[src/rtl/id_ex_reg.sv]
// ============================================================================
// Module   : id_ex_reg
// Brief    : ID/EX pipeline register with freeze, bubble and flush handling.
//            Optional saturating NOP counter enabled by ID_EX_BUBBLE_CNT_EN.
// Revision : 1.0 - initial release
// ============================================================================
`default_nettype none

module id_ex_reg #(
  parameter int DATA_W = 32
`ifdef ID_EX_BUBBLE_CNT_EN
  , parameter int CNT_W = 16
`endif
) (
  input  logic              clk_in,
  input  logic              rst_n_in,
  input  logic              freeze_in,
  input  logic              flush_in,
  input  logic              bubble_in,
  input  logic              wb_en_in,
  input  logic              mem_r_en_in,
  input  logic              mem_w_en_in,
  input  logic              b_in,
  input  logic              s_in,
  input  logic [3:0]        exe_cmd_in,
  input  logic              imm_in,
  input  logic [DATA_W-1:0] pc_in,
  input  logic [DATA_W-1:0] val_rn_in,
  input  logic [DATA_W-1:0] val_rm_in,
  input  logic [11:0]       shift_operand_in,
  input  logic [23:0]       signed_imm24_in,
  input  logic [3:0]        dest_in,
  input  logic [3:0]        src1_in,
  input  logic [3:0]        src2_in,
  input  logic [3:0]        status_in,
  output logic              wb_en_out,
  output logic              mem_r_en_out,
  output logic              mem_w_en_out,
  output logic              b_out,
  output logic              s_out,
  output logic [3:0]        exe_cmd_out,
  output logic              imm_out,
  output logic [DATA_W-1:0] pc_out,
  output logic [DATA_W-1:0] val_rn_out,
  output logic [DATA_W-1:0] val_rm_out,
  output logic [11:0]       shift_operand_out,
  output logic [23:0]       signed_imm24_out,
  output logic [3:0]        dest_out,
  output logic [3:0]        src1_out,
  output logic [3:0]        src2_out,
  output logic [3:0]        status_out,
  output logic              valid_out
`ifdef ID_EX_BUBBLE_CNT_EN
  , output logic [CNT_W-1:0] bubble_cnt_out
`endif
);

  typedef struct packed {
    logic              wb_en;
    logic              mem_r_en;
    logic              mem_w_en;
    logic              b;
    logic              s;
    logic [3:0]        exe_cmd;
    logic              imm;
    logic [DATA_W-1:0] pc;
    logic [DATA_W-1:0] val_rn;
    logic [DATA_W-1:0] val_rm;
    logic [11:0]       shift_operand;
    logic [23:0]       signed_imm24;
    logic [3:0]        dest;
    logic [3:0]        src1;
    logic [3:0]        src2;
    logic [3:0]        status;
  } stage_t;

  stage_t w_stage_in;
  stage_t r_stage;
  logic   r_valid;
  logic   w_nop;

  assign w_stage_in = '{
    wb_en:         wb_en_in,
    mem_r_en:      mem_r_en_in,
    mem_w_en:      mem_w_en_in,
    b:             b_in,
    s:             s_in,
    exe_cmd:       exe_cmd_in,
    imm:           imm_in,
    pc:            pc_in,
    val_rn:        val_rn_in,
    val_rm:        val_rm_in,
    shift_operand: shift_operand_in,
    signed_imm24:  signed_imm24_in,
    dest:          dest_in,
    src1:          src1_in,
    src2:          src2_in,
    status:        status_in
  };

  assign w_nop = flush_in | bubble_in;

  // A NOP clears every field, data included, so nothing stale reaches EX.
  always_ff @(posedge clk_in or negedge rst_n_in) begin
    if (!rst_n_in) begin
      r_stage <= '0;
      r_valid <= 1'b0;
    end else if (!freeze_in) begin
      if (w_nop) begin
        r_stage <= '0;
        r_valid <= 1'b0;
      end else begin
        r_stage <= w_stage_in;
        r_valid <= 1'b1;
      end
    end
  end

  assign wb_en_out         = r_stage.wb_en;
  assign mem_r_en_out      = r_stage.mem_r_en;
  assign mem_w_en_out      = r_stage.mem_w_en;
  assign b_out             = r_stage.b;
  assign s_out             = r_stage.s;
  assign exe_cmd_out       = r_stage.exe_cmd;
  assign imm_out           = r_stage.imm;
  assign pc_out            = r_stage.pc;
  assign val_rn_out        = r_stage.val_rn;
  assign val_rm_out        = r_stage.val_rm;
  assign shift_operand_out = r_stage.shift_operand;
  assign signed_imm24_out  = r_stage.signed_imm24;
  assign dest_out          = r_stage.dest;
  assign src1_out          = r_stage.src1;
  assign src2_out          = r_stage.src2;
  assign status_out        = r_stage.status;
  assign valid_out         = r_valid;

`ifdef ID_EX_BUBBLE_CNT_EN
  localparam logic [CNT_W-1:0] C_CNT_ONE = {{(CNT_W-1){1'b0}}, 1'b1};

  logic [CNT_W-1:0] r_bubble_cnt;

  // Saturating; only reset clears it.
  always_ff @(posedge clk_in or negedge rst_n_in) begin
    if (!rst_n_in) begin
      r_bubble_cnt <= '0;
    end else if (!freeze_in && w_nop && (r_bubble_cnt != {CNT_W{1'b1}})) begin
      r_bubble_cnt <= r_bubble_cnt + C_CNT_ONE;
    end
  end

  assign bubble_cnt_out = r_bubble_cnt;
`endif

endmodule

`default_nettype wire

[config.mk]
export PLATFORM = sky130hd
export DESIGN_NAME = id_ex_reg
export DESIGN_NICKNAME = d
export VERILOG_FILES = /design/src/rtl/id_ex_reg.sv
export SDC_FILE = /design/constraint.sdc
export NUM_CORES = 1
export LEC_CHECK = 0
export CORE_MARGIN = 5
export CORE_UTILIZATION = 42
export DETAILED_ROUTE_END_ITERATION = 7
export GPL_TIMING_DRIVEN = 0
export PLACE_DENSITY = 0.81
export SKIP_LAST_GASP = 1
export SYNTH_ARGS = -nofsm -noshare
export SYNTH_HDL_FRONTEND = slang
export SYNTH_SLANG_ARGS = --single-unit
[constraint.sdc]
create_clock -name clk_in -period 1.1 [get_ports clk_in]
set_clock_uncertainty 0.2 [all_clocks]
set_input_delay 0.22 -clock clk_in [delete_from_list [all_inputs] [get_ports clk_in]]
set_output_delay 0.22 -clock clk_in [all_outputs]
set_load 0.1 [all_outputs]
=== Yosys cells after proc, flatten, opt, wreduce, memory -nomap -nowiden ===
Cells that the tools add are included.

* Word-level logic and storage cells: 20
* Bits in registers: 159
* Input bits: 163

* Mux-type cells: 2
* Bitwise gates (word level): 1

{| class="wikitable"
|+ Operators with widths
! kind !! count
|-
| 158-bit two-way mux || 1
|-
| 1-bit two-way mux || 1
|-
| 1-bit OR || 1
|}

=== Longest topological paths before layout ===
Gate-level depths: netlist of run 1.

* Depth after elaboration: 2
* Depth in mapped cells: 5

=== Worst setup path before layout of run 1 ===
Ideal clock, no wire load.

* Path type: register to register
* Start point: reg, netlist name pc_out[0]
* End point: reg r_stage, in the netlist pc_out[0]
* Cell stages (with the launch flop): 3
* Arrival time: 1,116 ps
* Buffers on the path: 0
* Slack: -290 ps
* Setup time: 74 ps
* Cell sequence: dfrtp_1 -> nand2_1 -> o21ai_2

{| class="wikitable"
|+ RTL lines
! element !! RTL line !! RTL
|-
| end signal: assignment || 113 || <nowiki>r_stage <= w_stage_in;</nowiki>
|-
| end: declaration || 78 || <nowiki>stage_t r_stage;</nowiki>
|}

=== Final worst setup path of run 1 ===
* Start point: reg r_stage, in the netlist val_rm_out[19]
* End point: out val_rm_out[19]

{| class="wikitable"
|+ RTL lines
! element !! RTL line !! RTL
|-
| end: declaration || 45 || <nowiki>output logic [DATA_W-1:0] val_rm_out,</nowiki>
|}

No word-level cell between the ends.

==> results of run 1 <==
how the worst max path moves through the flow:
stage / startpoint / endpoint / slack, ns / depth (start not counted)
floorplan: flush_in / pc_out[0]$_DFFE_PN0N_ / -0.16 / 5
global placement: rst_n_in / status_out[2]$_DFFE_PN0N_ / -7.67 / 1
detailed placement: shift_operand_out[0]$_DFFE_PN0N_ / shift_operand_out[0] / -0.86 / 1
CTS: val_rn_out[21]$_DFFE_PN0N_ / val_rn_out[21] / -0.38 / 1
global route: val_rm_out[19]$_DFFE_PN0N_ / val_rm_out[19] / -0.39 / 1
finish: val_rm_out[19]$_DFFE_PN0N_ / val_rm_out[19] / -0.36 / 1
cells by family (layout without fill, tap and decap cells):
family	after synthesis	after routing	synth area share, %
AOI/OAI and AO/OA	159	159	16.1
other	0	1	0
DFF	159	159	56.6
buffers and inverters	53	424	4.68
and+or+nand+nor	318	318	22.6
registers in the layout, summed over array words and instances (netlist names), 12 cells and up:
signal / count
pc_out: 32
shift_operand_out: 12
signed_imm24_out: 24
val_rn_out: 32
val_rm_out: 32
report_power, final:
part / internal (mW) / total [mW] / leakage [nW] / switching, mW
Clock: 3.61 / 6.16 / 0.292 / 2.55
Combinational: 2.22 / 5.70 / 3.24 / 3.47
Sequential: 6.23 / 6.60 / 1.90 / 0.368
routing by layer:
layer	share of wire (%)	track usage, %
met5	0	0
met3	7.0	6.86
met2	54	41.2
met1	36	27.1
met4	3.4	9.47
final cells by class:
| type | instances | area [um2] |
|---|---|---|
| clock buffers | 17 | 425 |
| diodes | 1 | 2.50 |
| clock inverters | 15 | 186 |
| well taps | 220 | 275 |
| multi-input cells | 477 | 2730 |
| flip-flops and latches | 159 | 4180 |
| plain buffers | 53 | 465 |
| repair buffers | 339 | 4910 |
| fillers | 909 | 3350 |
timing repair:
action                                   CTS  global route
gates resized for setup                 1225           191
gates cloned                               0             2
hold endpoints to repair                  76            75
endpoints found under the setup margin   318           318
buffers inserted                           5            10
pin swaps                                  0             2
through the flow:
step / power (mW) / cell area [um2]
after floorplan: 9.76 / 7360
after global placement: 11.4 / 10800
after detailed placement: 11.4 / 10900
after CTS: 18.0 / 12200
after global routing: 19.1 / 13200
final: 18.5 / 13200
cells in the final DEF, fill, tap and decap left out:
cell type	netlist	final
clkinv_4	0	3
buf_8	0	7
dlymetal6s2s_1	0	2
clkbuf_1	19	15
inv_8	0	1
bufinv_16	0	3
clkinv_2	0	2
buf_2	20	14
dfrtp_2	0	159
o21ai_2	90	89
clkinvlp_4	0	3
o21ai_4	0	1
clkbuf_4	0	2
nand2b_1	158	158
buf_16	0	1
o21ai_1	20	33
diode_2	0	1
dlymetal6s4s_1	0	1
clkbuf_8	0	4
buf_6	14	12
nand2_1	159	159
clkdlybuf4s50_1	0	158
o21ai_0	49	36
buf_12	0	155
inv_6	0	3
buf_4	0	19
clkbuf_16	0	19
or2_1	1	1
==> run_results.csv, run 1 <==
group,metric,value,unit
routing,dr_total_vias,6385,
synthesis,syn_area_per_cell,10.2,um2
layout,post-route-util,79.8,%
sta,hold_viol,86,
clock_tree,cts_buffers,17,
critical_path,path_max_fanout,2,
critical_path,cp.required,0.68,ns
critical_path,r2r_end,"mem_w_en_out$_DFFE_PN0N_",
synthesis,netlist_instances,689,
synthesis,ys_ff_latch,159,
synthesis,synth_flop_cell,"dfrtp_1",
placement,hpwlAfterDp,16.3,mm
placement,portBuffers,320,
critical_path,reg2regPathDepth,3,
layout,drive_above_1_share,46.9,%
layout,area_delta_synth_final,87.4,%
placement,gp_congestion,0.819,
sta,fmax,683,MHz
critical_path,endpoint_kind,"output pin",
critical_path,path_cells,"buf_12",
sta,fin_crit_sh,133,%
clock_tree,cts_tree,"yes",
worst_hold_path,hp-class,"primary input to asynchronous set/reset pin",
synthesis,yosysUniqueCellTypes,10,
sta,setup_viol,160,
status,violations,"negative hold slack, negative setup slack",
sta,tns,-54.19,ns
routing,viasPerCell,4.98,
synthesis,syn_area,7030,um2
synthesis,yosys.area.top_type_share,56.6,%
synthesis,yosys.area.top_type,"dfrtp_1",
synthesis,synth-edff-count,0,
global_route,antenna_found_initial,1,
floorplanning,die_area,19400,um2
critical_path,critical_path_class,"register to output pin",
global_route,gr-total-overflow,0,
floorplanning,initial_core_util,42.6,%
clock_tree,cts_sinks,159,
global_route,track_usage,23.5,%
routing,drtIter0Drc,219,
synthesis,synth-seq-area-share,56.6,%
routing,first_pass_iters,5,
synthesis,syn-num-nets,852,
floorplanning,fp-row-count,47,
clock_tree,hold_buffers,1,
sta,final.min_clock_period,1.46,ns
critical_path,critPathTopFamily,"flip-flops",
sta,hold_ws,-0.453,ns
synthesis,synthTopCellsByCount,"dfrtp_1 (159), nand2_1 (159), nand2b_1 (158), o21ai_2 (90), o21ai_0 (49)",
clock_tree,clock_latency,0.42,ns
floorplanning,io_pins,322,
sta,rsz0062_at_grt,"true",
global_route,grt_pass1_wl,36.1,mm
sta,worstMarginPinSlew,0.598,ns
clock_tree,htreeDepth,4,
status,status,"finished, violations left",
synthesis,async_flop_share,100,%
clock_tree,clk_pin_slew,0.07,ns
pwr,ir_drop,0.00108,V
critical_path,arrival,1.04,ns
global_route,grt_pass1_vias,6587,
clock_tree,cts_root_buffer,"clkbuf_16",
placement,place_ws,-0.860,ns
sta,drv_slew,0,
routing,wl,25.0,mm
routing,wire_per_inst,19.5,um
floorplanning,coreArea,16500,um2
layout,stdcell_count,1281,
floorplanning,dieWidth,139,um
run,drv_cap,0,
critical_path,max_stage_delay,0.44,ns
sta,relSlewSlack,60.1,%
critical_path,critPathSlowestCell,"dfrtp_2",
sta,setup_ws,-0.364,ns
routing,antenna_left,0,
layout,nNetsFinal,1210,
pwr,powerDensity,1400,nW/um2
critical_path,reg2reg_setup_slack,0.05,ns
placement,dp_cells,1230,
floorplanning,die_y,139,um
global_route,grt_max_degree,85,
clock_tree,cts_max_path_buffers,2,
routing,drcViolationCount,0,
synthesis,yosys_warnings,0,
critical_path,startpoint_type,"register",
pwr,p_leak,5.43,nW
synthesis,synth_top_cells_by_area,"dfrtp_1 (57%), nand2b_1 (14%), o21ai_2 (11%), nand2_1 (8.5%), o21ai_0 (3.5%)",
critical_path,reg2reg_from,"mem_w_en_out$_DFFE_PN0N_",
critical_path,cp_num_buf_inv,1,
(Power assumes the default switching activity.)
==> run 2, diff against run 1 <==
--- a/config.mk
+++ b/config.mk
@@ -5,6 +5,7 @@
 export SDC_FILE = /design/constraint.sdc
 export NUM_CORES = 1
 export LEC_CHECK = 0
+export CAP_MARGIN = 0
 export CORE_MARGIN = 5
 export CORE_UTILIZATION = 42
 export DETAILED_ROUTE_END_ITERATION = 7
==> results of run 2 <==
No change in the layout: final DEF, timing and power equal those of run 1.
